--- src/rtl/arena_pkg.sv ---
// -----------------------------------------------------------------------------
// arena_pkg
// Shared definitions for the arena wall raster generator:
//   - default playfield geometry (640 x 480, 10-bit pixel, 9-bit line)
//   - thickness FSM state encoding (ST_RUN / ST_PEND)
//   - clog2 helper used to size the flash counter
// No ports (package).
// -----------------------------------------------------------------------------
package arena_pkg;

   localparam int H_ACT_DEF = 640;
   localparam int V_ACT_DEF = 480;
   localparam int X_W_DEF   = 10;
   localparam int Y_W_DEF   = 9;

   // ST_RUN : no shrink pending; ST_PEND : one shrink latched for next frame
   typedef enum logic {
      ST_RUN  = 1'b0,
      ST_PEND = 1'b1
   } thk_state_e;

   // Smallest r with 2**r >= value (value >= 1 gives r >= 0).
   function automatic int clog2(input int value);
      int r;
      r = 0;
      for (int i = 0; i < 31; i++) begin
         if ((1 << i) < value) r = i + 1;
      end
      return r;
   endfunction

endpackage

--- src/rtl/arena_flash_timer.sv ---
// -----------------------------------------------------------------------------
// arena_flash_timer
// Wall-hit flash timer: a hit (re)loads the counter with FLASH_FRAMES, each
// frame_start decrements a nonzero count, flash is high while the count is
// nonzero. A hit in the same cycle as frame_start loads without decrementing.
// Ports:
//   clk           in  system clock
//   rst           in  synchronous active-high reset
//   frame_start_i in  one-cycle frame boundary pulse
//   wall_hit_i    in  one-cycle wall hit pulse
//   flash_o       out wall-colour invert request
// -----------------------------------------------------------------------------
module arena_flash_timer
   import arena_pkg::*;
#(
   parameter int FLASH_FRAMES = 8
) (
   input  logic clk,
   input  logic rst,
   input  logic frame_start_i,
   input  logic wall_hit_i,
   output logic flash_o
);

   localparam int CW = (clog2(FLASH_FRAMES + 1) < 1) ? 1 : clog2(FLASH_FRAMES + 1);

   logic [CW-1:0] cnt_q, cnt_d;

   always_comb begin
      cnt_d = cnt_q;
      if (wall_hit_i) begin
         cnt_d = CW'(FLASH_FRAMES);
      end else if (frame_start_i && (cnt_q != '0)) begin
         cnt_d = cnt_q - 1'b1;
      end
   end

   always_ff @(posedge clk) begin
      if (rst) cnt_q <= '0;
      else     cnt_q <= cnt_d;
   end

   assign flash_o = (cnt_q != '0);

endmodule

--- src/rtl/arena_walls.sv ---
// -----------------------------------------------------------------------------
// arena_walls
// Playfield border raster generator with a frame-synchronous shrinking arena
// and an optional wall-hit flash timer (enabled by defining ARENA_FLASH_EN;
// when undefined, flash is tied low and wall_hit is ignored).
// Ports:
//   clk           in  system clock (25 MHz)
//   rst           in  synchronous active-high reset
//   line          in  current line coordinate (valid 1..V_ACT)
//   pixel         in  current pixel coordinate (valid 1..H_ACT)
//   frame_start   in  one-cycle pulse per frame, during blanking
//   shrink_req    in  request thickness += THK_STEP at next frame_start
//   arena_clr     in  request thickness = THK_MIN at next frame_start
//   wall_hit      in  ball touched the wall
//   bit_raster    out coordinate is in the wall (registered)
//   bit_raster_iw out coordinate is active and inside the wall (registered)
//   flash         out wall-colour invert request
//   at_max        out thk == THK_MAX (registered)
//   thk           out current applied wall thickness
// -----------------------------------------------------------------------------
module arena_walls
   import arena_pkg::*;
#(
   parameter int H_ACT        = H_ACT_DEF,
   parameter int V_ACT        = V_ACT_DEF,
   parameter int X_W          = X_W_DEF,
   parameter int Y_W          = Y_W_DEF,
   parameter int THK_MIN      = 15,
   parameter int THK_MAX      = 120,
   parameter int THK_STEP     = 8,
   parameter int FLASH_FRAMES = 8
) (
   input  logic           clk,
   input  logic           rst,
   input  logic [Y_W-1:0] line,
   input  logic [X_W-1:0] pixel,
   input  logic           frame_start,
   input  logic           shrink_req,
   input  logic           arena_clr,
   input  logic           wall_hit,
   output logic           bit_raster,
   output logic           bit_raster_iw,
   output logic           flash,
   output logic           at_max,
   output logic [X_W-1:0] thk
);

   // One bit wider than the widest coordinate so pixel + thk never wraps.
   localparam int CW = ((X_W > Y_W) ? X_W : Y_W) + 1;

   thk_state_e     state_q, state_d;
   logic [X_W-1:0] thk_q, thk_d;
   logic           clr_pend_q, clr_pend_d;
   logic           at_max_q;
   logic           br_q, iw_q;

   // ---------------- raster compare ----------------
   logic [CW-1:0] px_w, ln_w, thk_w;
   logic          active, wall;

   assign px_w  = CW'(pixel);
   assign ln_w  = CW'(line);
   assign thk_w = CW'(thk_q);

   assign active = (px_w >= CW'(1)) && (px_w <= CW'(H_ACT)) &&
                   (ln_w >= CW'(1)) && (ln_w <= CW'(V_ACT));

   // "x >= N - thk + 1" rewritten as "x + thk >= N + 1" to avoid underflow.
   assign wall = (px_w <= thk_w) || ((px_w + thk_w) >= CW'(H_ACT + 1)) ||
                 (ln_w <= thk_w) || ((ln_w + thk_w) >= CW'(V_ACT + 1));

   always_ff @(posedge clk) begin
      if (rst) begin
         br_q <= 1'b0;
         iw_q <= 1'b0;
      end else begin
         br_q <= active & wall;
         iw_q <= active & ~wall;
      end
   end

   // ---------------- thickness FSM ----------------
   logic [X_W:0] thk_sum;
   logic         shrink_acc;

   assign thk_sum    = {1'b0, thk_q} + (X_W + 1)'(THK_STEP);
   assign shrink_acc = shrink_req & ~arena_clr;  // clear beats a same-cycle shrink

   always_comb begin
      state_d    = state_q;
      thk_d      = thk_q;
      clr_pend_d = clr_pend_q;
      if (frame_start) begin
         if (clr_pend_q) begin
            thk_d = X_W'(THK_MIN);
         end else if (state_q == ST_PEND) begin
            if (thk_sum >= (X_W + 1)'(THK_MAX)) thk_d = X_W'(THK_MAX);
            else                                thk_d = thk_sum[X_W-1:0];
         end
         // Requests arriving with this frame_start wait for the next one.
         clr_pend_d = arena_clr;
         state_d    = shrink_acc ? ST_PEND : ST_RUN;
      end else begin
         if (arena_clr) clr_pend_d = 1'b1;
         unique case (state_q)
            ST_RUN:  if (shrink_acc) state_d = ST_PEND;
            ST_PEND: state_d = ST_PEND;  // further requests are dropped
            default: state_d = ST_RUN;
         endcase
      end
   end

   always_ff @(posedge clk) begin
      if (rst) begin
         state_q    <= ST_RUN;
         thk_q      <= X_W'(THK_MIN);
         clr_pend_q <= 1'b0;
         at_max_q   <= 1'b0;
      end else begin
         state_q    <= state_d;
         thk_q      <= thk_d;
         clr_pend_q <= clr_pend_d;
         at_max_q   <= (thk_d == X_W'(THK_MAX));
      end
   end

   // ---------------- flash ----------------
`ifdef ARENA_FLASH_EN
   arena_flash_timer #(
      .FLASH_FRAMES(FLASH_FRAMES)
   ) u_flash (
      .clk          (clk),
      .rst          (rst),
      .frame_start_i(frame_start),
      .wall_hit_i   (wall_hit),
      .flash_o      (flash)
   );
`else
   logic unused_wall_hit;
   assign unused_wall_hit = wall_hit;
   assign flash           = 1'b0;
`endif

   assign bit_raster    = br_q;
   assign bit_raster_iw = iw_q;
   assign at_max        = at_max_q;
   assign thk           = thk_q;

endmodule

--- config.mk ---
export PLATFORM = sky130hd
export DESIGN_NAME = arena_walls
export DESIGN_NICKNAME = d
export VERILOG_FILES = /design/src/rtl/arena_pkg.sv /design/src/rtl/arena_flash_timer.sv /design/src/rtl/arena_walls.sv
export SDC_FILE = /design/constraint.sdc
export NUM_CORES = 1
export LEC_CHECK = 0
export ABC_CLOCK_PERIOD_IN_PS = 3550
export BUFFER_PORTS_ARGS = -buffer_cell sky130_fd_sc_hd__buf_2
export CAP_MARGIN = 15
export CORE_MARGIN = 2
export CORE_UTILIZATION = 40
export CTS_CLUSTER_SIZE = 24
export DETAILED_ROUTE_END_ITERATION = 16
export PLACE_DENSITY = 0.66
export SLEW_MARGIN = 15
export SYNTH_ARGS = -nofsm -noshare
export SYNTH_HDL_FRONTEND = slang
export SYNTH_HIERARCHICAL = 1
export SYNTH_SLANG_ARGS = --single-unit
export TNS_END_PERCENT = 1
--- constraint.sdc ---
create_clock -name clk -period 3.55 [get_ports clk]
set_clock_uncertainty 0.15 [all_clocks]
set_input_delay 0.5325 -clock clk [delete_from_list [all_inputs] [get_ports clk]]
set_output_delay 0.5325 -clock clk [all_outputs]
set_load 0.1 [all_outputs]
==> run summary, run 1 <==
The flow ran to the end, and the final reports show no timing, DRC or antenna violations. Setup repair after global routing left no endpoint under its margin. The tools report the number of buffers inserted by hold repair at cts as 0. Synthesis produced a netlist whose cell count is 263.

The maximum ir drop on the vdd rail was 0.000166 V; the die outline area was 5710 um2. The standby leakage power is 0.00111 uW. The fraction of the mapped netlist area in adder cells is 26.4%, and the clock period minus worst slack is 2.78 ns. The post-synthesis share of cell area spent on xor and xnor gates was 5.56%. Yosys attributes the largest share of cell area to sky130_fd_sc_hd__ha_1, sky130_fd_sc_hd__dfxtp_1, sky130_fd_sc_hd__a21oi_1. The worst pin sits at a relative slew slack of 56.2%.

Across the run, the number of max-cap violations was 0. The number of DRC violations after detailed routing is 0. The required time reported for the critical path endpoint is 3.52 ns, and the total of buffers placed on input and output ports is 36. The library cells used most frequently in the layout, excluding fill and tap cells, are sky130_fd_sc_hd__ha_1, sky130_fd_sc_hd__buf_2, sky130_fd_sc_hd__inv_1. The cell at the root of the clock tree is sky130_fd_sc_hd__clkbuf_8. The post-route antenna net violation count is 0. In the final design database the tool counted 370 nets. Post-synthesis simple-gate area fraction: 24.7%. The total internal power was 321 uW; the final-report hold violation count was 0.

Multiplexer cells account for 0.977% of the synthesized area. The count of synthesis-stage warnings from yosys is 6, and the total number of vias is 1996. The worst setup path is of the reg -> reg kind.

In the global route stage, overall resource usage came out at 19.4%. Number of buffers added for setup after CTS: 0. In this run the worst path has a maximum fanout of 7. The nature of the critical path endpoint is a flip-flop. For the count of placed standard cells in the final layout, fillers left out, the log shows 372.

The post-detailed-route via-to-cell ratio was 5.37; the post-synthesis cell area was 2050 um2. The wire length per cell was 13.8 um; the number of cells after detailed placement was 368. Once layout is done, the placed cells without fillers occupy 2360 um2. Per report_power, the combinational group accounts for 36.8% of the total. Synthesis produced a netlist with a net count of 330.

After layout, the worst path uses 78.3% of the clock period. The core region is 5010 um2. STA classifies the critical path startpoint as a flip-flop. At the end of routability-driven placement, the weighted congestion stood at 0.814.

The later pin in the worst-skew pair is clocked with a latency of 0.25 ns. The wire length of the first global-routing pass was 8.57 mm. Of all cell types, the one taking the most synthesized area is sky130_fd_sc_hd__ha_1. Summed over all failing endpoints, the final setup total negative slack is 0 ns. The post-synthesis cell type count is 52. For this run, the detailed router's first-pass iteration total came to 5. The clock passes through at most 2 buffers. The area growth from synthesis to layout is 15.1%. CTS saw 15 sinks.

The maximum number of pins on one net before global-route repair was 12. Summed over all layers, the global routing overflow is 0. Summed over all nets, the switching power comes to 174 uW. The initial antenna violation count was 0; the proportion of layout cells with a drive suffix above 1 was 16.2%.

After the first detailed-routing iteration, the DRC count stood at 61. The initial utilization of the core area, before any placement, comes to 40.9%. The total power after layout is 496 uW, and the horizontal die dimension is 75.6 um. By area, the combinational part of the netlist is dominated by adder cells.

The height of the chip works out to 75.6 um. Summing the areas of all compound-gate instances in the mapped netlist gives 22.3% of the synthesized area. The type of the tightest min-delay check is in -> reg. Count of inserted antenna diode cells: 0. The mean instance size in the synthesized netlist was 7.79 um2. The total number of placement rows came out at 26.

For the worst setup path, the data arrival time is 2.75 ns. The commonest non-fill, non-tap cell in the layout was sky130_fd_sc_hd__ha_1. Yosys mapped a number of flops with a built-in enable equal to 0.

The TritonCTS buffer count was 3; the number of global-route vias before repair was 1858. Dividing total power by cell area gives a power density of 210 nW/um2. The share of synthesized registers carrying an async set or reset is 0%, and the sequential share of power is 35.5%. TritonCTS built the clock tree. Summing the sequential cell areas from Yosys gives 14.7% of the chip area. The post-synthesis sequential element count came out at 15. The prevailing post-synth register cell is sky130_fd_sc_hd__dfxtp_1. The slew at the pin closest to its max-slew limit is 0.651 ns, and the total count of max-transition violations in the final report is 0. The share of total power consumed by net switching came out at 35.1%.

In this run the count of I/O pins placed on the die edge is 39. The top cell type by area accounts for 24.4% of the synthesized area. The tools report the clock power share as 27.7%.

After clock tree synthesis, the clock-pin slew on the worst setup and hold paths is 0.06 ns. The run gives 4.23 mm as the placed wire-length estimate. The placed instances occupy a cell area of 2310 um2. Count of H-tree levels built during CTS: 1. The fmax came out at 360 MHz.

Post-CTS repair changed the size of 0 cells. The detailed-route wire length came out at 5.15 mm. The tools report the final-report setup violation count as 0.
-- state kept, by name (all words and copies together) (netlist names) --
signal and cells:
clr_pend_q 1, bit_raster_iw 1, at_max 1, thk 10, state_q 1, bit_raster 1
-- critical path: stages, from the launching register on --
cell and delay, ns:
sky130_fd_sc_hd__dfxtp_1 0.50, sky130_fd_sc_hd__ha_1 0.23, sky130_fd_sc_hd__inv_1 0.05, sky130_fd_sc_hd__fa_1 0.39, sky130_fd_sc_hd__o31a_1 0.29, sky130_fd_sc_hd__o31ai_2 0.21, sky130_fd_sc_hd__xnor2_1 0.09, sky130_fd_sc_hd__or4_4 0.55
sky130_fd_sc_hd__nor4bb_2 0.19
-- metrics by stage --
stage               utilization, %  hold slack, ns  worst slack (ns)
floorplan                        -           0.377             0.242
detailed placement            46.2           0.374             0.673
CTS                           47.1           0.355             0.742
finish                        47.1           0.349             0.770
global placement              46.2           0.369             0.696
global route                  47.1           0.403             0.526
-- power groups by stage --
| stage | Sequential (uW) | Combinational, uW | Clock [uW] |
|---|---|---|---|
| final | 176 | 182 | 137 |
| after global routing | 177 | 203 | 149 |
| after CTS | 176 | 183 | 138 |
| after detailed placement | 180 | 182 | 0 |
| after global placement | 180 | 179 | 0 |
| after floorplan | 199 | 113 | 0 |
-- cell usage after synthesis, types with 2 or more instances --
cell and count:
sky130_fd_sc_hd__a211oi_1 2, sky130_fd_sc_hd__a21o_1 2, sky130_fd_sc_hd__a21oi_1 23, sky130_fd_sc_hd__a31oi_1 4
sky130_fd_sc_hd__and2_1 4, sky130_fd_sc_hd__dfxtp_1 15, sky130_fd_sc_hd__fa_1 2, sky130_fd_sc_hd__ha_1 40
sky130_fd_sc_hd__inv_1 26, sky130_fd_sc_hd__mux2i_1 2, sky130_fd_sc_hd__nand2_1 17, sky130_fd_sc_hd__nand2b_1 6
sky130_fd_sc_hd__nand3_1 9, sky130_fd_sc_hd__nand4_1 4, sky130_fd_sc_hd__nor2_1 18, sky130_fd_sc_hd__nor2b_1 10
sky130_fd_sc_hd__nor3_1 9, sky130_fd_sc_hd__nor4_1 7, sky130_fd_sc_hd__o21a_1 2, sky130_fd_sc_hd__o21ai_0 6
sky130_fd_sc_hd__o21bai_1 4, sky130_fd_sc_hd__o22ai_1 3, sky130_fd_sc_hd__o31a_1 3, sky130_fd_sc_hd__o31ai_1 4
sky130_fd_sc_hd__or2_2 3, sky130_fd_sc_hd__xnor2_1 11, sky130_fd_sc_hd__xor2_1 2
-- layout make-up --
cell class                 count  area [um2]
clock buffer                   4        45.0
fill                         535        2650
inverter                      26        97.6
multi-input combinational    220        1640
sequential                    15         300
tap                           70        87.6
timing repair buffer          37         188
-- kinds of logic after synthesis --
group | count (synthesis)
AO/OA/AOI/OAI | 67
XOR/XNOR | 13
adder cells (fa/ha/maj) | 42
buffers and inverters | 28
flip-flops | 15
multiplexers | 2
other | 1
AND/OR/NAND/NOR | 95
-- layer usage --
metal / part of all wire [%] / global-route usage (%) / vias up
met4: 1.0 / 4.09 / 0
met1: 47 / 26.1 / 933
li1: - / - / 1026
met3: 2.5 / 1.32 / 7
met5: 0 / 0 / -
met2: 50 / 34.0 / 30
-- worst paths after layout --
| check | endpoint | slack [ns] | from | cells after the start |
|---|---|---|---|---|
| setup / recovery | bit_raster_iw$_SDFF_PP0_ | 0.77 | thk[0]$_SDFF_PP1_ | 8 |
| hold / removal | clr_pend_q$_SDFFE_PP0P_ | 0.35 | arena_clr | 3 |
| setup reg to reg | bit_raster_iw$_SDFF_PP0_ | 0.77 | thk[0]$_SDFF_PP1_ | 8 |
| hold reg to reg | thk[2]$_SDFF_PP1_ | 0.38 | thk[2]$_SDFF_PP1_ | 2 |
(Power assumes the default switching activity.)
==> inputs of run 2 (changes only) <==
- ABC_CLOCK_PERIOD_IN_PS: 3550 -> 2550
- PLACE_DENSITY: 0.66 -> 0.68
- clock period: 3.55 -> 2.55 ns (I/O delays scaled with it)
==> run 2 against run 1 <==
  * First-iteration DRC count grew 18%
  * Die area is the same
  * Wire length grew 7.5%
  * Critical endpoint unchanged
==> run summary, run 2 (same netlist as run 1, synthesis figures left out) <==
Measured along the y axis, the die boundary spans 75.6 um. For this block, the initial DRC count from the detailed router was 72. For the finished layout, the period the worst path requires is 2.49 ns. Count of H-tree levels built during CTS: 1. IR analysis of the VDD net gives a maximum drop of 0.000274 V.

In this run, flip-flops and latches consume 33.2% of the power. For this run, the total global-route usage over all layers was measured as 19.6%. Summed over all nets, the switching power comes to 255 uW. For the total internal power, the log shows 470 uW.

In the layout the commonest cells are sky130_fd_sc_hd__ha_1, sky130_fd_sc_hd__buf_2, sky130_fd_sc_hd__buf_4. The post-route antenna net violation count was 0. The wire length of the first global-routing pass is 8.55 mm, and the fmax is 401 MHz.

The total overflow left after global routing is 0. For the total count of max-transition violations in the final report, the log shows 0. The design draws 725 uW. Measured in cells, the most critical reg-to-reg path has a length of 7. The final critical path takes up 97.8% of the cycle.

The repair_antennas step left the layout with diodes totalling 0. The analysis attributes to cell leakage a power of 0.00126 uW. After clock tree synthesis, the clock-pin slew on the worst setup and hold paths is 0.06 ns. The run gives 1938 as the number of global-route vias before repair. After floorplanning, the core was divided into 26 placement rows. The final layout contains 395 nets.

Pin placement for this block handled 39 I/O pins. On the worst path, the slowest cell contributes a delay of 0.50 ns. Before antenna repair, the detailed router went through 4 iterations.

The run gives 2 as the buffer levels on the longest clock path. The worst setup path is captured at a flip-flop. Adding up every negative setup slack in the final design gives 0 ns. The proportion of layout cells with a drive suffix above 1 was 29.7%. Entering global routing, the biggest net connects 12 pins.

Across all layers, the routed design uses 2094 vias. The tools report the max-slew headroom at the worst pin as 63.3%. Share of total power consumed by net switching: 35.1%. The area growth from synthesis to layout is 30.6%. The tools report the element type at the critical path start as a flip-flop.

The total of buffers placed on input and output ports was 36; the number of DRC violations after detailed routing was 0. The wire length per cell works out to 13.9 um. The TritonCTS buffer count was 3; the largest fanout of any net on the critical path was 4. The flow ran to the end, and the final reports show no timing, DRC or antenna violations. The capturing instance or port of the critical path was bit_raster_iw$_SDFF_PP0_.

Tracing the worst setup path back leads to its startpoint at thk[1]$_SDFF_PP1_. The endpoint identified for the worst register-to-register timing path is bit_raster_iw$_SDFF_PP0_. The floorplan step defined a core boundary enclosing 5010 um2. The number of flip-flops under the largest register name is 10, and the arrival time of the worst setup path is 2.46 ns. The post-detailed-route via-to-cell ratio was 5.27; the power density normalized to cell area was 271 nW/um2.

The initial antenna violation count is 0. The final-report hold violation count was 0. Measured along the x axis, the die boundary spans 75.6 um.

Setup violations remaining at the end of the flow were counted as 0. The critical path goes through clkinvlp_4, fa_2, o31a_1, o31ai_2, xnor2_1, or4_4, nor4bb_4. Clock power share: 26.3%. Setup repair after global routing could not meet its margin everywhere.

The detailed-route wire length is 5.53 mm, and the initial core utilization is 40.9%. For the worst setup path, the data required time is 2.51 ns. The slowest stage of the critical path belongs to the cell sky130_fd_sc_hd__or4_4.

At the pin with the least slew margin, the transition time is 0.545 ns. The clock latency on the worst-skew pair was 0.25 ns. The min-delay analysis places its worst path in the category in -> reg.

The critical path is of the reg -> reg type. The congestion estimate from routability-driven global placement came to 0.895. Detailed placement finished with a half-perimeter wire length of 4.58 mm. Combinational logic is responsible for 40.5% of the overall power. The cell at the root of the clock tree was sky130_fd_sc_hd__clkbuf_8. TritonCTS built the clock tree. The clock drives 15 sinks. The floorplan step defined a die boundary enclosing 5710 um2. In this run the register-to-register setup slack is 0.06 ns. Launching point of the worst reg2reg path: thk[1]$_SDFF_PP1_.

The tool flagged a number of max-cap violations equal to 0.
[run 2: layer usage]
layer	part of all wire (%)	vias up	GRT usage, %
met1	46	982	25.2
met2	51	39	35.4
li1	-	1069	-
met5	0	-	0
met4	0.72	0	4.87
met3	2.5	4	1.59
[run 2: power groups by stage]
stage                     combinational, uW  sequential, uW  clock, uW
after floorplan                         161             273          0
after global placement                  274             246          0
after detailed placement                278             246          0
after CTS                               279             240        199
after global routing                    322             241        207
final                                   293             240        191
[run 2: what timing repair did]
action,in CTS,in global routing
resized for setup,1,14
pin swaps,0,6
endpoints found under the hold margin,0,0
hold buffers,0,0
setup endpoints to repair,1,2
buffers inserted,1,0
[run 2: through the flow]
stage / cell area [um2] / hold slack, ns / util [%] / cells / setup slack, ns
2_1_floorplan: 2110 / 0.295 / - / 263 / -0.139
6_report: 2680 / 0.228 / 53.4 / 397 / 0.0559
3_5_place_dp: 2550 / 0.359 / 50.8 / 392 / -0.0906
5_1_grt: 2680 / 0.258 / 53.4 / 397 / -0.0214
4_1_cts: 2600 / 0.229 / 51.9 / 397 / 0.00540
3_3_place_gp: 2550 / 0.352 / 50.8 / 392 / -0.0666
[run 2: worst min-delay path by stage]
stage / from / end / slack [ns] / cells past startpoint
global placement: thk[0]$_SDFF_PP1_ / thk[0]$_SDFF_PP1_ / 0.35 / 2
detailed placement: thk[0]$_SDFF_PP1_ / thk[0]$_SDFF_PP1_ / 0.36 / 2
finish: shrink_req / state_q$_SDFF_PP0_ / 0.23 / 3
global route: arena_clr / clr_pend_q$_SDFFE_PP0P_ / 0.26 / 3
floorplan: rst / thk[4]$_SDFF_PP0_ / 0.30 / 1
CTS: shrink_req / state_q$_SDFF_PP0_ / 0.23 / 3
[run 2: area by class of cell]
cell class                 instances  area [um2]
timing repair buffer              62         375
fill                             514        2330
sequential                        15         325
tap                               70        87.6
multi-input combinational        220        1740
clock buffer                       4        45.0
inverter                          26         101
[run 2: worst max-delay path: cells and delay by family (launching register included)]
kind | cells | cell delay [ns]
AND/OR/NAND/NOR | 2 | 0.68
buffers and inverters | 1 | 0.16
XOR/XNOR | 1 | 0.09
adder cells (fa/ha/maj) | 1 | 0.39
flip-flops | 1 | 0.35
AO/OA/AOI/OAI | 2 | 0.53
